$ cat src/rtl/led_phase_sequencer.sv
// Tri-colour status LED scheduler: debounces two active-low buttons, runs a
// STOP/RUN/PAUSE machine and cycles RED -> GREEN -> BLUE with programmable durations.
module led_phase_sequencer #(
    parameter int unsigned RED_CYCLES      = 30_000_000,
    parameter int unsigned GREEN_CYCLES    = 30_000_000,
    parameter int unsigned BLUE_CYCLES     = 30_000_000,
    parameter int unsigned DEBOUNCE_CYCLES = 270_000,
    parameter int unsigned CNT_W           = 32
) (
    input  logic       clk,
    input  logic       rst,
    input  logic       button_0,
    input  logic       button_1,
    output logic [2:0] led,
    output logic [1:0] phase,
    output logic       running,
    output logic       phase_tick
);

    localparam logic [1:0] ST_STOP  = 2'd0;
    localparam logic [1:0] ST_RUN   = 2'd1;
    localparam logic [1:0] ST_PAUSE = 2'd2;

    localparam logic [1:0] PH_RED   = 2'd0;
    localparam logic [1:0] PH_GREEN = 2'd1;
    localparam logic [1:0] PH_BLUE  = 2'd2;

    localparam logic [CNT_W-1:0] ONE        = CNT_W'(1);
    localparam logic [CNT_W-1:0] DEB_LIM    = CNT_W'(DEBOUNCE_CYCLES);
    localparam logic [CNT_W-1:0] RED_LAST   = CNT_W'(RED_CYCLES - 1);
    localparam logic [CNT_W-1:0] GREEN_LAST = CNT_W'(GREEN_CYCLES - 1);
    localparam logic [CNT_W-1:0] BLUE_LAST  = CNT_W'(BLUE_CYCLES - 1);

    // Bit 0 is the STOP button, bit 1 is START/PAUSE.
    logic [1:0]       w_btn;
    logic [1:0]       r_sync1;
    logic [1:0]       r_sync2;
    logic [1:0]       r_deb;
    logic [1:0]       r_deb_q;
    logic [CNT_W-1:0] r_deb_cnt [2];
    logic [CNT_W-1:0] w_deb_inc [2];
    logic [1:0]       w_press;
    logic             w_stop;
    logic             w_start;

    logic [1:0]       r_state;
    logic [1:0]       w_state_d;
    logic [1:0]       r_phase;
    logic [1:0]       w_phase_d;
    logic [1:0]       w_phase_next;
    logic [CNT_W-1:0] r_timer;
    logic [CNT_W-1:0] w_timer_d;
    logic [CNT_W-1:0] w_dur_last;
    logic             r_tick;
    logic             w_tick_d;

    assign w_btn = {button_1, button_0};

    always_comb begin
        for (int i = 0; i < 2; i++) begin
            w_deb_inc[i] = r_deb_cnt[i] + ONE;
        end
    end

    always_ff @(posedge clk or posedge rst) begin
        if (rst) begin
            r_sync1      <= 2'b11;
            r_sync2      <= 2'b11;
            r_deb        <= 2'b11;
            r_deb_q      <= 2'b11;
            r_deb_cnt[0] <= '0;
            r_deb_cnt[1] <= '0;
        end else begin
            r_sync1 <= w_btn;
            r_sync2 <= r_sync1;
            r_deb_q <= r_deb;
            for (int i = 0; i < 2; i++) begin
                if (r_sync2[i] == r_deb[i]) begin
                    r_deb_cnt[i] <= '0;
                end else if (w_deb_inc[i] == DEB_LIM) begin
                    r_deb[i]     <= r_sync2[i];
                    r_deb_cnt[i] <= '0;
                end else begin
                    r_deb_cnt[i] <= w_deb_inc[i];
                end
            end
        end
    end

    // Only the falling (press) edge of the debounced level is an event.
    assign w_press = r_deb_q & ~r_deb;
    assign w_stop  = w_press[0];
    assign w_start = w_press[1];

    always_comb begin
        case (r_phase)
            PH_GREEN: w_dur_last = GREEN_LAST;
            PH_BLUE:  w_dur_last = BLUE_LAST;
            default:  w_dur_last = RED_LAST;
        endcase
    end

    always_comb begin
        case (r_phase)
            PH_RED:   w_phase_next = PH_GREEN;
            PH_GREEN: w_phase_next = PH_BLUE;
            default:  w_phase_next = PH_RED;
        endcase
    end

    always_comb begin
        w_state_d = r_state;
        w_phase_d = r_phase;
        w_timer_d = r_timer;
        w_tick_d  = 1'b0;
        case (r_state)
            ST_RUN: begin
                if (w_stop) begin
                    w_state_d = ST_STOP;
                    w_phase_d = PH_RED;
                    w_timer_d = '0;
                end else if (w_start) begin
                    w_state_d = ST_PAUSE;
                end else if (r_timer == w_dur_last) begin
                    w_timer_d = '0;
                    w_phase_d = w_phase_next;
                    w_tick_d  = 1'b1;
                end else begin
                    w_timer_d = r_timer + ONE;
                end
            end
            ST_PAUSE: begin
                if (w_stop) begin
                    w_state_d = ST_STOP;
                    w_phase_d = PH_RED;
                    w_timer_d = '0;
                end else if (w_start) begin
                    w_state_d = ST_RUN;
                end
            end
            default: begin
                // Also recovers the unused state encoding into STOP.
                w_state_d = ST_STOP;
                w_phase_d = PH_RED;
                w_timer_d = '0;
                if (w_start && !w_stop) begin
                    w_state_d = ST_RUN;
                end
            end
        endcase
    end

    always_ff @(posedge clk or posedge rst) begin
        if (rst) begin
            r_state <= ST_STOP;
            r_phase <= PH_RED;
            r_timer <= '0;
            r_tick  <= 1'b0;
        end else begin
            r_state <= w_state_d;
            r_phase <= w_phase_d;
            r_timer <= w_timer_d;
            r_tick  <= w_tick_d;
        end
    end

    always_comb begin
        case (r_phase)
            PH_GREEN: led = 3'b101;
            PH_BLUE:  led = 3'b011;
            default:  led = 3'b110;
        endcase
    end

    assign phase      = r_phase;
    assign running    = (r_state == ST_RUN);
    assign phase_tick = r_tick;

endmodule

$ cat config.mk
export PLATFORM = sky130hd
export DESIGN_NAME = led_phase_sequencer
export DESIGN_NICKNAME = d
export VERILOG_FILES = /design/src/rtl/led_phase_sequencer.sv
export SDC_FILE = /design/constraint.sdc
export NUM_CORES = 1
export LEC_CHECK = 0
export ABC_AREA = 1
export CORE_MARGIN = 4
export CORE_UTILIZATION = 40
export DETAILED_ROUTE_END_ITERATION = 16
export GPL_ROUTABILITY_DRIVEN = 0
export HOLD_SLACK_MARGIN = 0.05
export PLACE_DENSITY = 0.58
export SYNTH_ARGS = -nofsm -noshare
export SYNTH_HDL_FRONTEND = slang
export SYNTH_SLANG_ARGS = --single-unit
$ cat constraint.sdc
create_clock -name clk -period 3.85 [get_ports clk]
set_input_delay 0.77 -clock clk [delete_from_list [all_inputs] [get_ports clk]]
set_output_delay 0.77 -clock clk [all_outputs]
set_load 0.005 [all_outputs]
; Yosys cells after proc, flatten, opt, wreduce, memory -nomap -nowiden
; Cells that the tools add are included.
[classes]
add_sub_neg = 3
n_eq_ne = 14
muxes = 26
n_bitwise = 4
reduce_logical = 8
[ops]
columns = op, n
row1 = $mux 32, 8
row2 = $add 32x1->32 const B, 3
row3 = $eq 32x19->1 const B, 2
row4 = $pmux 32 s2, 1
row5 = $eq 32x25->1 const B, 1
row6 = $mux 2, 8
row7 = $pmux 2 s2, 3
row8 = $reduce_and 2->1, 4
row9 = $ne 3x1->1 const B, 2
row10 = $ne 3x3->1 const B, 2
row11 = $pmux 3 s2, 1
row12 = $mux 1, 5
row13 = $eq 2x1->1 const B, 2
row14 = $eq 2x2->1 const B, 2
row15 = $reduce_and 3->1, 1
row16 = $and 2x2->2, 1
row17 = $eq 1x1->1, 2
row18 = $logic_not 2->1, 1
row19 = $ne 2x2->1 const B, 1
row20 = $not 1->1, 2
row21 = $not 2->2, 1
row22 = $logic_and 1x1->1, 1
row23 = $logic_not 1->1, 1
[word_totals]
register_bits = 109
out_inout_bits = 7
word_cells = 66

; Depth between registers and ports, before layout
[depth]
ltp_word = 6
mapped_depth = 15
depth_no_buf = 15

; Worst setup path after synthesis
; OpenSTA, ideal clock, no wires.
[synth_timing]
path_type = register to register
from = register r_deb_cnt[0] (netlist name)
to = register r_deb_cnt[10] (netlist name)
setup_ps = 132
arrival_time_ps = 1744
path_slack_ps = 1974
stages_incl_launch_ff = 15
path_buffers = 0
period_less_slack_ps = 1876
cell_sequence = dfrtp_1 -> ha_1 -> nand2_2 -> nor2_4 -> nand2_2 -> nor2_2 -> nand2_1 -> nand2_1 -> nand2_1 -> nor2_1 -> nand2_1 -> nor2_2 -> nand3_4 -> nand2_1 -> nor2_1
[synth_between]
elab_chain_cells = 4
[synth_lines]
columns = element, line
row1 = start: declaration, 40  ; logic [CNT_W-1:0] r_deb_cnt [2];
row2 = start signal: indexed assignment, 84  ; r_deb_cnt[i] <= w_deb_inc[i];
row3 = $add 32x1->32 *, 61  ; w_deb_inc[i] = r_deb_cnt[i] + ONE;
row4 = $eq 32x19->1, 80  ; end else if (w_deb_inc[i] == DEB_LIM) begin
row5 = $mux 32 *, 80
row6 = $mux 32 *, 78  ; if (r_sync2[i] == r_deb[i]) begin
; Every way passes the cells marked *; elsewhere a longest branch is shown, timed or not.
; A chain may end at the register's enable or synchronous reset.

; Worst setup path after layout
[layout_timing]
from = register r_deb_q[0]
to = register r_phase[1] (netlist: phase[1])
[layout_between]
elab_chain_cells = 3
elab_cells_between_ends = 7
classes_between = eq/ne (3) / mux (2) / bitwise (1) / reduce/logical (1)
[layout_lines]
columns = element, line
row1 = start: declaration, 39  ; logic [1:0] r_deb_q;
row2 = start signal: assignment, 76  ; r_deb_q <= r_deb;
row3 = $and 2x2->2 *, 91  ; assign w_press = r_deb_q & ~r_deb;
row4 = $ne 3x1->1 (no source line) (tied with other cells), --
row5 = $reduce_and 3->1 (no source line) / $pmux 2 s2 (equally long branches), --
row6 = end signal: assignment, 161  ; r_phase <= w_phase_d;
row7 = end: declaration, 48  ; logic [1:0] r_phase;
; Marks and branches as above.

==> summary.md <==
| Metric | Value |
|---|---|
| Gate power share | 2.6% |
| Commonest cells in the netlist | nand2_1 (336), nor2_1 (209), inv_1 (122), dfrtp_1 (101), nand3_1 (57) |
| Post-synthesis adder-cell area fraction | 1.42% |
| Iteration-0 DRC Markers | 492 |
| Synth cell types | 34 |
| Synth Instances | roughly 1,100 |
| # IOs | 11 |
| Drt total wl | 17,700 um |
| H-tree depth | 3 |
| WS Path Type | reg -> reg |
| Most Crowded Layer GR | met2 |
| Die Span X | 141 um |
| Clock sink total | 109 |
| Vias | approximately 6,500 |
| RR Endpoint | phase[1] |
| Antenna Cells | 0 |
| Fmax | 379 MHz |
| Compound-cell area share of the yosys netlist | 5.36% |
| NetSw | 0.000538 W |
| FF-to-FF path depth | 11 |
| Reg2reg start | r_deb_q[0] |
| Crit. End Element | flip-flop |
| Leading register cell type out of synthesis | dfrtp_1 |
| CP startpoint kind | flip-flop |
| Final cell count without fillers | roughly 1,300 |
| Worst path arrival time | 2920 ps |
| Seq/Total Area, Yosys | 38.9% |
| Final max-slew violation count | 0 |
| Synth top area cells | dfrtp_1 (36%), nand2_1 (18%), nor2_1 (11%) |
| Setup TNS | 0 ps |
| Grt met3 use | around 3.3% |
| Final Cycle Share | 68.6% |
| Die ar. | a little under 20,000 um^2 |
| Synth Net Count | 1,068 |
| Root buf cell | clkbuf_16 |
| Switching Share | about 24% |
| GR Util All Layers | 18.7% |
| Worst-path clk slew | 80 ps |
| Fin. Hold Viols | 0 |
| Worst EP required | slightly above 4000 ps |
| Starting Density | 40.8% |
| Worst slew margin | 52.5% |
| Post-Synth Simple-Gate Area | 45.0% |
| Synth warn | 0 |
| Period minus WS final | 2640 ps |
| Post-route DRC | 0 |
| Post-Place Cells | roughly 1,300 |
| IO Port Bufs | 10 |
| Pin count of the biggest net entering global routing | 56 |
| TritonCTS clock tree | yes |
| Pleak | 3.29 nW |
| Mux contribution to synthesized area | 0% |
| Final ANT Viol Nets | 0 |
| Area leader, netlist | dfrtp_1 |
| Hold Path Class | reg -> reg |
| EDFF count, synth | 0 |
| Share of the synthesized area in the top cell type | 35.9% |
| Final Net Count | 1,084 |
| FFs w/ async S/R, synth | 100% |
| VDD IR max | 0.219 mV |
| Initial antenna violation count | 0 |
| Post-synthesis xor/xnor area fraction | 2.12% |
| Fin Clk Skew | 12.7 ps |
| Flop2flop setup slack | 1210 ps |
| Final number of setup-violating endpoints | 0 |
| Worst setup path end | phase[1] |
| Avg WL per Cell | approximately 14 um |
| Worst-Skew Late Latency | 360 ps |
| Post_cts resized | 0 |
| Avg Cell Area, Syn | roughly 6.7 um^2 |
| Vias in the first global route | roughly 6,000 |
| Met1 Track Usage GR | between 20% and 30% |
| Mapped Area | about 7000 um^2 |
| CP startpoint | r_deb_q[0] |
| Crit-path max FO | 20 |
| Detailed Routing Iterations Pass 1 | 5 |
| Count leader, synth | nand2_1 |
| Area growth from synthesis to layout | 10.3% |
| Layout cells sized above 1 | 7.15% |
| Vias per std cell | 5.00 |
| Fillcell total | 1,778 |
| Post-CTS setup buffer count | 0 |
| Outcome | finished, final reports clean |
| Flop pwr share | 52.1% |
| Clock network power share | 45.3% |
| Met2 Use GR | 28.7% |
| Cts hold-fix bufs | 0 |
| Dpl hpwl | approximately 13,000 um |
| Global-route wire length before repair | 30,300 um |
| Total CTS buffers | 9 |
| Largest family of logic cells by synthesized area | simple AND/OR/NAND/NOR gates |
| Worst slew pin tran | 712 ps |
| GRT Residual Overflow | 0 |
| MaxCap Viol Count | 0 |
| Synthesized flop and latch total | 109 |
| P_int | 0.00169 W |
| CTS Buffer Depth | 2 |
| PwrDens | 287 nW/um^2 |
| RSZ-0062 raised after global routing | no |
| Die Span Y | 141 um |
| CORE AREA | 17,200 um^2 |
| FP Rows | 48 |
[per-layer routing]
metal	routed length, um	share of wire, %
met1	8920	50
met4	312	1.8
met3	753	4.3
met5	0	0
met2	7720	44
[power by group through the flow]
| stage | sequential [W] | combinational [W] | clock (W) |
|---|---|---|---|
| 5_1_grt | 0.00116 | 0.0000690 | 0.00109 |
| 3_3_place_gp | 0.00118 | 0.0000606 | 0 |
| 6_report | 0.00116 | 0.0000576 | 0.00101 |
| 4_1_cts | 0.00116 | 0.0000613 | 0.00104 |
| 2_1_floorplan | 0.00118 | 0.0000386 | 0 |
| 3_5_place_dp | 0.00118 | 0.0000614 | 0 |
[per-stage QoR]
step	worst slack [ps]	instance area [um^2]	hold WS (ps)	total power (W)	util, %
6_report	1210	7750	356	0.00223	45.0
3_3_place_gp	1280	7440	346	0.00124	43.1
3_5_place_dp	1230	7440	349	0.00124	43.1
2_1_floorplan	219	7030	345	0.00122	-
5_1_grt	876	7750	363	0.00232	45.0
4_1_cts	1210	7750	361	0.00226	45.0
[worst min path at each step]
stage | startpoint | endpoint | slack (ps) | cells past startpoint
after floorplan | r_sync1[0] | r_sync2[0] | 350 | 0
after global placement | r_sync1[1] | r_sync2[1] | 350 | 0
after detailed placement | r_sync1[1] | r_sync2[1] | 350 | 0
after CTS | r_sync1[1] | r_sync2[1] | 360 | 0
after global routing | r_sync1[0] | r_sync2[0] | 360 | 0
final | r_sync1[0] | r_sync2[0] | 360 | 0
[placed cells by master (no fill, tap or decap), types with 4 or more instances in the layout]
cell type / n
ha_1: 8
nand2_1: 336
nand2_2: 14
o21bai_1: 4
dfrtp_1: 101
a21oi_1: 38
xor2_1: 10
nand3_1: 57
buf_4: 4
clkdlybuf4s50_1: 10
nand3b_1: 20
inv_1: 121
o21ai_0: 19
nor3_1: 16
dfstp_2: 8
xnor2_1: 5
nor4_1: 6
and2_1: 5
nor2_2: 12
clkbuf_16: 9
nor2_4: 12
nand4_1: 27
nor2_1: 209
[state kept, by name, summed over array words and instances (netlist names)]
| signal | cells |
|---|---|
| phase | 2 |
| phase_tick | 1 |
| r_deb | 2 |
| r_deb_cnt | 64 |
| r_deb_q | 2 |
| r_state | 2 |
| r_sync1 | 2 |
| r_sync2 | 2 |
| r_timer | 32 |
[layout make-up]
class / count / area (um^2) / area share [%]
Inverter: 122 / 460 / 5.94
Tap cell: 225 / 282 / 3.63
Clock inverter: 7 / 91.3 / 1.18
Clock buffer: 9 / 225 / 2.90
Sequential cell: 109 / 2740 / 35.3
Timing Repair Buffer: 15 / 150 / 1.94
Multi-Input combinational cell: 815 / 3810 / 49.1
[kinds of logic (layout without fill, tap and decap cells)]
group / after synthesis / in the layout
AOI/OAI and AO/OA: 70 / 70
DFF: 109 / 109
adders and majority gates: 8 / 8
and+or+nand+nor: 720 / 720
xor gates and xnor gates: 17 / 17
buffers and inverters: 132 / 153
[critical path: stages (launching register included)]
cell and delay (ps):
dfstp_2 520, inv_1 30, nor2_1 190, nor2_2 110, nand2_1 100, nand2_2 140, inv_1 360, o21ai_0 150
buf_4 210, inv_1 490, nand3_1 130, o21ai_0 100
No activity file was read; power rests on OpenSTA's default activity.
